[src/rtl/cpu4_sequencer_pkg.sv]
// Shared types and constants for the 4-bit CPU sequencer: FSM states, opcode
// constants and instruction-word field helpers.
package cpu4_pkg;

    typedef enum logic [2:0] {
        ST_IDLE,
        ST_FETCH,
        ST_DECODE,
        ST_EXEC,
        ST_MEM,
        ST_WB,
        ST_FAULT
    } state_t;

    localparam logic [3:0] OPC_JNZ    = 4'b0011;
    localparam logic [3:0] OPC_LD     = 4'b1111;
    localparam logic [3:0] OPC_NOWB_A = 4'b1000;
    localparam logic [3:0] OPC_NOWB_B = 4'b0100;

    // Opcode groups by opcode[3:2]
    localparam logic [1:0] GRP_CTRL = 2'b00;
    localparam logic [1:0] GRP_IMM  = 2'b01;

    function automatic logic [3:0] ir_opc(input logic [7:0] ir);
        return ir[7:4];
    endfunction

    function automatic logic [3:0] ir_opd(input logic [7:0] ir);
        return ir[3:0];
    endfunction

endpackage

[src/rtl/cpu4_sequencer_if.sv]
// Instruction/data memory handshake bundle between the sequencer (master)
// and the memory side (slave).
interface cpu4_sequencer_if #(
    parameter int PC_W = 4
);
    logic            imem_req;
    logic [PC_W-1:0] imem_addr;
    logic            imem_ack;
    logic [7:0]      imem_data;
    logic            dmem_req;
    logic [3:0]      dmem_addr;
    logic            dmem_ack;

    modport master (
        output imem_req, imem_addr, dmem_req, dmem_addr,
        input  imem_ack, imem_data, dmem_ack
    );

    modport slave (
        input  imem_req, imem_addr, dmem_req, dmem_addr,
        output imem_ack, imem_data, dmem_ack
    );
endinterface

[src/rtl/cpu4_sequencer_decode.sv]
// Combinational instruction decode: IR -> datapath selects, write-back enable
// and jump condition.
module cpu4_decode
    import cpu4_pkg::*;
(
    input  logic [7:0] i_ir,
    input  logic       i_zf,
    input  logic       i_sf,
    output logic [1:0] o_alu_op,
    output logic       o_imm_sel,
    output logic       o_ld_sel,
    output logic       o_flag_en,
    output logic       o_wb_en,
    output logic       o_jmp_cond
);
    logic [3:0] w_opc;

    assign w_opc      = ir_opc(i_ir);
    assign o_alu_op   = w_opc[1:0];
    assign o_imm_sel  = (w_opc[3:2] == GRP_IMM);
    assign o_ld_sel   = (w_opc == OPC_LD);
    // Control group and loads leave the flag register untouched
    assign o_flag_en  = (w_opc[3:2] != GRP_CTRL) && (w_opc != OPC_LD);
    assign o_wb_en    = !((w_opc == OPC_NOWB_A) || (w_opc == OPC_NOWB_B) ||
                          (w_opc[3:2] == GRP_CTRL));
    assign o_jmp_cond = (w_opc == OPC_JNZ) && !i_zf && !i_sf;

endmodule

[src/rtl/cpu4_sequencer.sv]
// Multi-cycle fetch/decode/execute sequencer for the 4-bit CPU.
// Optional single-step input enabled by defining CPU4_SEQ_STEP_EN.
module cpu4_sequencer
    import cpu4_pkg::*;
#(
    parameter int PC_W   = 4,
    parameter int MEM_TO = 15
) (
    input  logic                   clk,
    input  logic                   rst_n,
    input  logic                   run,
`ifdef CPU4_SEQ_STEP_EN
    input  logic                   step,
`endif
    cpu4_sequencer_if.master       bus,
    input  logic                   zf,
    input  logic                   sf,
    input  logic                   cf,
    output logic [1:0]             alu_op,
    output logic                   imm_sel,
    output logic                   ld_sel,
    output logic                   reg_we,
    output logic                   flag_we,
    output logic [PC_W-1:0]        pc,
    output logic                   busy,
    output logic                   fault
);
    localparam int TO_W = (MEM_TO > 0) ? $clog2(MEM_TO + 1) : 1;

    state_t            r_state;
    state_t            w_next;
    logic [PC_W-1:0]   r_pc;
    logic [7:0]        r_ir;
    logic [TO_W-1:0]   r_wait;
    logic              r_jmp;
    logic              r_single;
    logic              w_start;
    logic              w_ack;
    logic              w_waiting;
    logic              w_timeout;
    logic              w_flag_en;
    logic              w_wb_en;
    logic              w_jmp_cond;
    logic              w_unused;

    // Carry flag is part of the flag bus but plays no role in sequencing
    assign w_unused = cf;

    cpu4_decode u_decode (
        .i_ir       (r_ir),
        .i_zf       (zf),
        .i_sf       (sf),
        .o_alu_op   (alu_op),
        .o_imm_sel  (imm_sel),
        .o_ld_sel   (ld_sel),
        .o_flag_en  (w_flag_en),
        .o_wb_en    (w_wb_en),
        .o_jmp_cond (w_jmp_cond)
    );

`ifdef CPU4_SEQ_STEP_EN
    assign w_start = run || step;
`else
    assign w_start = run;
`endif

    assign w_waiting = (r_state == ST_FETCH) || (r_state == ST_MEM);
    assign w_ack     = (r_state == ST_FETCH) ? bus.imem_ack : bus.dmem_ack;
    assign w_timeout = (MEM_TO > 0) && (r_wait == TO_W'(MEM_TO - 1));

    always_ff @(posedge clk or negedge rst_n) begin
        if (!rst_n) r_state <= ST_IDLE;
        else        r_state <= w_next;
    end

    always_comb begin
        w_next = r_state;
        case (r_state)
            ST_IDLE:   if (w_start) w_next = ST_FETCH;
            ST_FETCH:  if (bus.imem_ack) w_next = ST_DECODE;
                       else if (w_timeout) w_next = ST_FAULT;
            ST_DECODE: w_next = ST_EXEC;
            ST_EXEC:   w_next = ld_sel ? ST_MEM : ST_WB;
            ST_MEM:    if (bus.dmem_ack) w_next = ST_WB;
                       else if (w_timeout) w_next = ST_FAULT;
            ST_WB:     w_next = (run && !r_single) ? ST_FETCH : ST_IDLE;
            ST_FAULT:  w_next = ST_FAULT;
            default:   w_next = ST_IDLE;
        endcase
    end

    always_comb begin
        bus.imem_req = (r_state == ST_FETCH);
        bus.dmem_req = (r_state == ST_MEM);
        flag_we      = (r_state == ST_EXEC) && w_flag_en;
        reg_we       = (r_state == ST_WB) && w_wb_en;
        busy         = (r_state != ST_IDLE) && (r_state != ST_FAULT);
        fault        = (r_state == ST_FAULT);
    end

    assign bus.imem_addr = r_pc;
    assign bus.dmem_addr = ir_opd(r_ir);
    assign pc            = r_pc;

    // Jump decision is frozen in EXEC so the instruction's own flag update cannot affect it
    always_ff @(posedge clk or negedge rst_n) begin
        if (!rst_n) begin
            r_pc     <= '0;
            r_ir     <= 8'h00;
            r_wait   <= '0;
            r_jmp    <= 1'b0;
            r_single <= 1'b0;
        end else begin
            if ((r_state == ST_FETCH) && bus.imem_ack) r_ir <= bus.imem_data;
            if (r_state == ST_EXEC) r_jmp <= w_jmp_cond;
            if (r_state == ST_WB)
                r_pc <= r_jmp ? PC_W'(ir_opd(r_ir)) : r_pc + PC_W'(1);
            if (w_waiting && !w_ack && (MEM_TO > 0)) r_wait <= r_wait + TO_W'(1);
            else                                     r_wait <= '0;
`ifdef CPU4_SEQ_STEP_EN
            if (r_state == ST_IDLE) r_single <= step;
`endif
        end
    end

endmodule

[src/flat_wrapper.sv]
// flat-port wrapper written by rule: the top's interface ports become plain ports
module cpu4_sequencer_flat import cpu4_pkg::*;
#(
    parameter int PC_W   = 4,
    parameter int MEM_TO = 15
)
  (clk, rst_n, run, zf, sf, cf, alu_op, imm_sel, ld_sel, reg_we, flag_we, pc, busy, fault, bus_imem_req, bus_imem_addr, bus_dmem_req, bus_dmem_addr, bus_imem_ack, bus_imem_data, bus_dmem_ack);
  cpu4_sequencer_if #(.PC_W(PC_W)) bus_i ();
  input  logic clk;
  input  logic rst_n;
  input  logic run;
  input  logic zf;
  input  logic sf;
  input  logic cf;
  output logic [1:0] alu_op;
  output logic imm_sel;
  output logic ld_sel;
  output logic reg_we;
  output logic flag_we;
  output logic [PC_W-1:0] pc;
  output logic busy;
  output logic fault;
  output wire logic [$bits(bus_i.imem_req)-1:0] bus_imem_req;
  output wire logic [$bits(bus_i.imem_addr)-1:0] bus_imem_addr;
  output wire logic [$bits(bus_i.dmem_req)-1:0] bus_dmem_req;
  output wire logic [$bits(bus_i.dmem_addr)-1:0] bus_dmem_addr;
  input wire logic [$bits(bus_i.imem_ack)-1:0] bus_imem_ack;
  input wire logic [$bits(bus_i.imem_data)-1:0] bus_imem_data;
  input wire logic [$bits(bus_i.dmem_ack)-1:0] bus_dmem_ack;
  assign bus_imem_req = bus_i.imem_req;
  assign bus_imem_addr = bus_i.imem_addr;
  assign bus_dmem_req = bus_i.dmem_req;
  assign bus_dmem_addr = bus_i.dmem_addr;
  assign bus_i.imem_ack = bus_imem_ack;
  assign bus_i.imem_data = bus_imem_data;
  assign bus_i.dmem_ack = bus_dmem_ack;
  cpu4_sequencer #(.PC_W(PC_W), .MEM_TO(MEM_TO)) u_core (.clk(clk), .rst_n(rst_n), .run(run), .bus(bus_i), .zf(zf), .sf(sf), .cf(cf), .alu_op(alu_op), .imm_sel(imm_sel), .ld_sel(ld_sel), .reg_we(reg_we), .flag_we(flag_we), .pc(pc), .busy(busy), .fault(fault));
endmodule
[config.mk]
export PLATFORM = sky130hd
export DESIGN_NAME = cpu4_sequencer_flat
export DESIGN_NICKNAME = d
export VERILOG_FILES = /design/src/rtl/cpu4_sequencer_pkg.sv /design/src/rtl/cpu4_sequencer_if.sv /design/src/rtl/cpu4_sequencer_decode.sv /design/src/rtl/cpu4_sequencer.sv /design/src/flat_wrapper.sv
export SDC_FILE = /design/constraint.sdc
export NUM_CORES = 1
export LEC_CHECK = 0
export ABC_CLOCK_PERIOD_IN_PS = 2200
export CORE_MARGIN = 3
export CORE_UTILIZATION = 45
export DETAILED_ROUTE_END_ITERATION = 8
export PLACE_DENSITY = 0.83
export SKIP_CTS_REPAIR_TIMING = 1
export SLEW_MARGIN = 20
export SYNTH_ARGS = -nofsm -noshare
export SYNTH_HDL_FRONTEND = slang
export SYNTH_SLANG_ARGS = --single-unit
[constraint.sdc]
create_clock -name clk -period 2.2 [get_ports clk]
set_clock_uncertainty 0.15 [all_clocks]
set_input_delay 0.22 -clock clk [delete_from_list [all_inputs] [get_ports clk]]
set_output_delay 0.22 -clock clk [all_outputs]
set_load 0.005 [all_outputs]
==> flow_metrics.env <==
export IMPL_critPathKind="flop to primary output"
export IMPL_cts_htree_levels=1
export IMPL_core_region_area_mm2=0.002297
export IMPL_path_cells="and4_1, nor3_1, clkdlybuf4s50_1"
export IMPL_cts_buffers=3
export IMPL_seq_area_um2=503.0
export IMPL_synthCells=113
export IMPL_first_iter_violations=13
export IMPL_cts_root_buf="clkbuf_4"
export IMPL_layout_drive_gt1_share_pct=11.11
export IMPL_finalCritPeriodShare_pct=96.96
export IMPL_initial_core_util_pct=49.62
export IMPL_hold_class="primary input to async pin"
export IMPL_tightest_slew_ns=0.4137
export IMPL_cts_tree="yes"
export IMPL_ys_top_cells_by_area="dfrtp_1 (44%), mux2_1 (7.9%), buf_4 (6.6%), ha_1 (3.3%), nor2_1 (3.3%)"
export IMPL_grt_max_degree=21
export IMPL_antenna_cells=0
export IMPL_async_flop_share_pct=100.0
export IMPL_die_w_um=56.33
export IMPL_slew_headroom_pct=72.42
export IMPL_critical_path_buf_inv_count=1
export IMPL_cp_start_kind="flop"
export IMPL_ys_ff_latch=20
export IMPL_cts_sinks=20
export IMPL_ys_seq_area_share_pct=43.91
export IMPL_overflow=0
export IMPL_vias=927
export IMPL_insertion_delay_ns=0.29
export IMPL_place_congestion=0.7311
export IMPL_maxSlewViolCount=0
export IMPL_place_area_mm2=0.001455
export IMPL_yosys_area_top_type_share_pct=43.91
export IMPL_multiInputGateArea_um2=518.0
export IMPL_cp_max_fo=6
export IMPL_max_stage_delay_ns=0.55
export IMPL_period_minus_slack_ns=2.133
export IMPL_setup_viol_count_final=0
export IMPL_die_y_um=56.33
export IMPL_ys_warn_count=1
export IMPL_synth_nets=132
export IMPL_final_area_mm2=0.001510
export IMPL_cts_buffer_depth=2
export IMPL_remaining_drc_errors=0
export IMPL_dpl_hpwl_mm=1.811
export IMPL_rows=17
export IMPL_required_ns=1.83
export IMPL_drt_pass1_iter_count=4
export IMPL_status="finished clean"
export IMPL_syn_area_per_cell_um2=10.09
export IMPL_ys_types=42
export IMPL_cp_end_kind="primary output"
export IMPL_leakage_nw=0.6279
export IMPL_hold_viol=0
export IMPL_peakVddDrop_mv=0.6385
export IMPL_area_growth_pct=32.49
export IMPL_grtUsageTotal_pct=15.67
export IMPL_ant_nets=0
export IMPL_path_delay_family="buffers and inverters"
export IMPL_via_per_inst=5.390
export IMPL_drt_wl_total_mm=2.417
export IMPL_nets=165
export IMPL_cts_clk_slew_worst_paths_ns=0.11
export IMPL_grt_pass1_wl_mm=3.946
export IMPL_dominantRegCellSynth="dfrtp_1"
export IMPL_synth_edf_count=0
export IMPL_yosys_area_top_type="dfrtp_1"
export IMPL_tns_ns=0
export IMPL_wl_per_cell_um=14.05
export IMPL_max_freq_mhz=468.8
export IMPL_slowest_stage="clkdlybuf4s50_1"
export IMPL_dieArea_mm2=0.003173
export IMPL_io_buffer_count=36
export IMPL_power_density_mw_per_mm2=1101
export IMPL_fill_cells=178
export IMPL_antenna_found_initial=0
export IMPL_grt_pass1_vias=915
export IMPL_cp_arrival_ns=1.76
export IMPL_syn_area_mm2=0.001140
export IMPL_maxCapViolCount=0
export IMPL_rsz0062_at_grt="no"
export IMPL_io_pins=38
==> synthesized netlist by cell type (2+ instances only) <==
cell,count
nand3b_1,2
buf_4,10
mux2_1,8
nor4_1,2
inv_1,5
mux2i_1,2
nor3_1,2
nor3b_1,3
clkbuf_1,3
o21ai_0,5
nand2b_1,2
nand2_1,6
nor2_1,10
a21o_1,2
or2_2,2
dfrtp_1,20
ha_1,3
nand3_1,2
==> cell families (layout without fill, tap and decap cells) <==
group                      after synthesis  after routing  synth area share, %
and+or+nand+nor                         39             39                19.32
DFF                                     20             20                43.91
buffers and inverters                   20             51                10.65
AOI/OAI and AO/OA                       18             18                10.65
muxes                                   11             11                10.65
adders and majority gates                3              3                3.293
xor gates and xnor gates                 2              2                1.537
==> worst register-to-register path, cell delays in order (launching register included) <==
cell and delay [ns]:
dfrtp_2 0.47, buf_4 0.17, nor3b_2 0.24, and2_1 0.42
mux2_1 0.38
==> cell usage in the layout (no fill, tap or decap), types with 5 or more instances in the layout <==
master / Yosys / layout
buf_4: 10 / 7
clkdlybuf4s50_1: 0 / 36
dfrtp_1: 20 / 18
inv_1: 5 / 5
mux2_1: 8 / 8
nand2_1: 6 / 6
nor2_1: 10 / 10
o21ai_0: 5 / 5
==> final cells by class <==
type / instances / area share, %
sequential: 20 / 33.31
inverter: 5 / 1.243
multi-input combinational: 73 / 34.30
tap: 28 / 2.320
timing repair buffer: 43 / 27.34
clock buffer: 3 / 1.491
==> flip-flops by register name, indices dropped and copies added (netlist names) <==
signal,count
u_core.r_state,3
u_core.r_wait,4
u_core.bus.imem_addr,4
u_core.r_jmp,1
u_core.r_ir,8
==> stage by stage <==
| stage | setup slack [ns] | hold WS [ns] | cells | util (%) | total power, mW |
|---|---|---|---|---|---|
| floorplan | 0.6808 | -0.2256 | 113 | - | 1.139 |
| global placement | 0.3297 | 0.3204 | 165 | 63.34 | 1.418 |
| detailed placement | 0.3023 | 0.3258 | 165 | 63.34 | 1.455 |
| CTS | -0.003873 | 0.09980 | 168 | 64.32 | 1.636 |
| global route | 0.003051 | 0.1203 | 172 | 65.74 | 1.778 |
| finish | 0.06695 | 0.09989 | 172 | 65.74 | 1.662 |
==> metal layers <==
layer | vias up | wire length (um) | GRT usage, %
li1 | 446 | - | -
met1 | 448 | 981 | 18.14
met2 | 31 | 1280 | 28.38
met3 | 2 | 136 | 2.759
met4 | 0 | 19 | 6.102
met5 | - | 0 | 0
==> power by group <==
part           total, mW  leakage (nW)  switching (mW)  internal [mW]
sequential         0.676         0.251           0.173          0.504
clock              0.172        0.0138           0.108         0.0637
combinational      0.814         0.363           0.301          0.513
total               1.66         0.628           0.582           1.08
==> final timing paths <==
| check | startpoint | endpoint | slack, ns | cells after the start |
|---|---|---|---|---|
| setup / recovery | u_core.r_ir[7] | flag_we | 0.07 | 3 |
| hold / removal | rst_n | u_core.r_ir[0] | 0.1 | 2 |
| setup reg to reg | u_core.r_state[2] | u_core.r_ir[0] | 0.25 | 4 |
| hold reg to reg | u_core.r_wait[0] | u_core.r_wait[0] | 0.34 | 1 |
| max in group asynchronous | rst_n | u_core.r_state[2] | 1.58 | 2 |
| min in group clk | u_core.r_wait[0] | u_core.r_wait[0] | 0.34 | 1 |
Power figures use the tool's default switching activity.
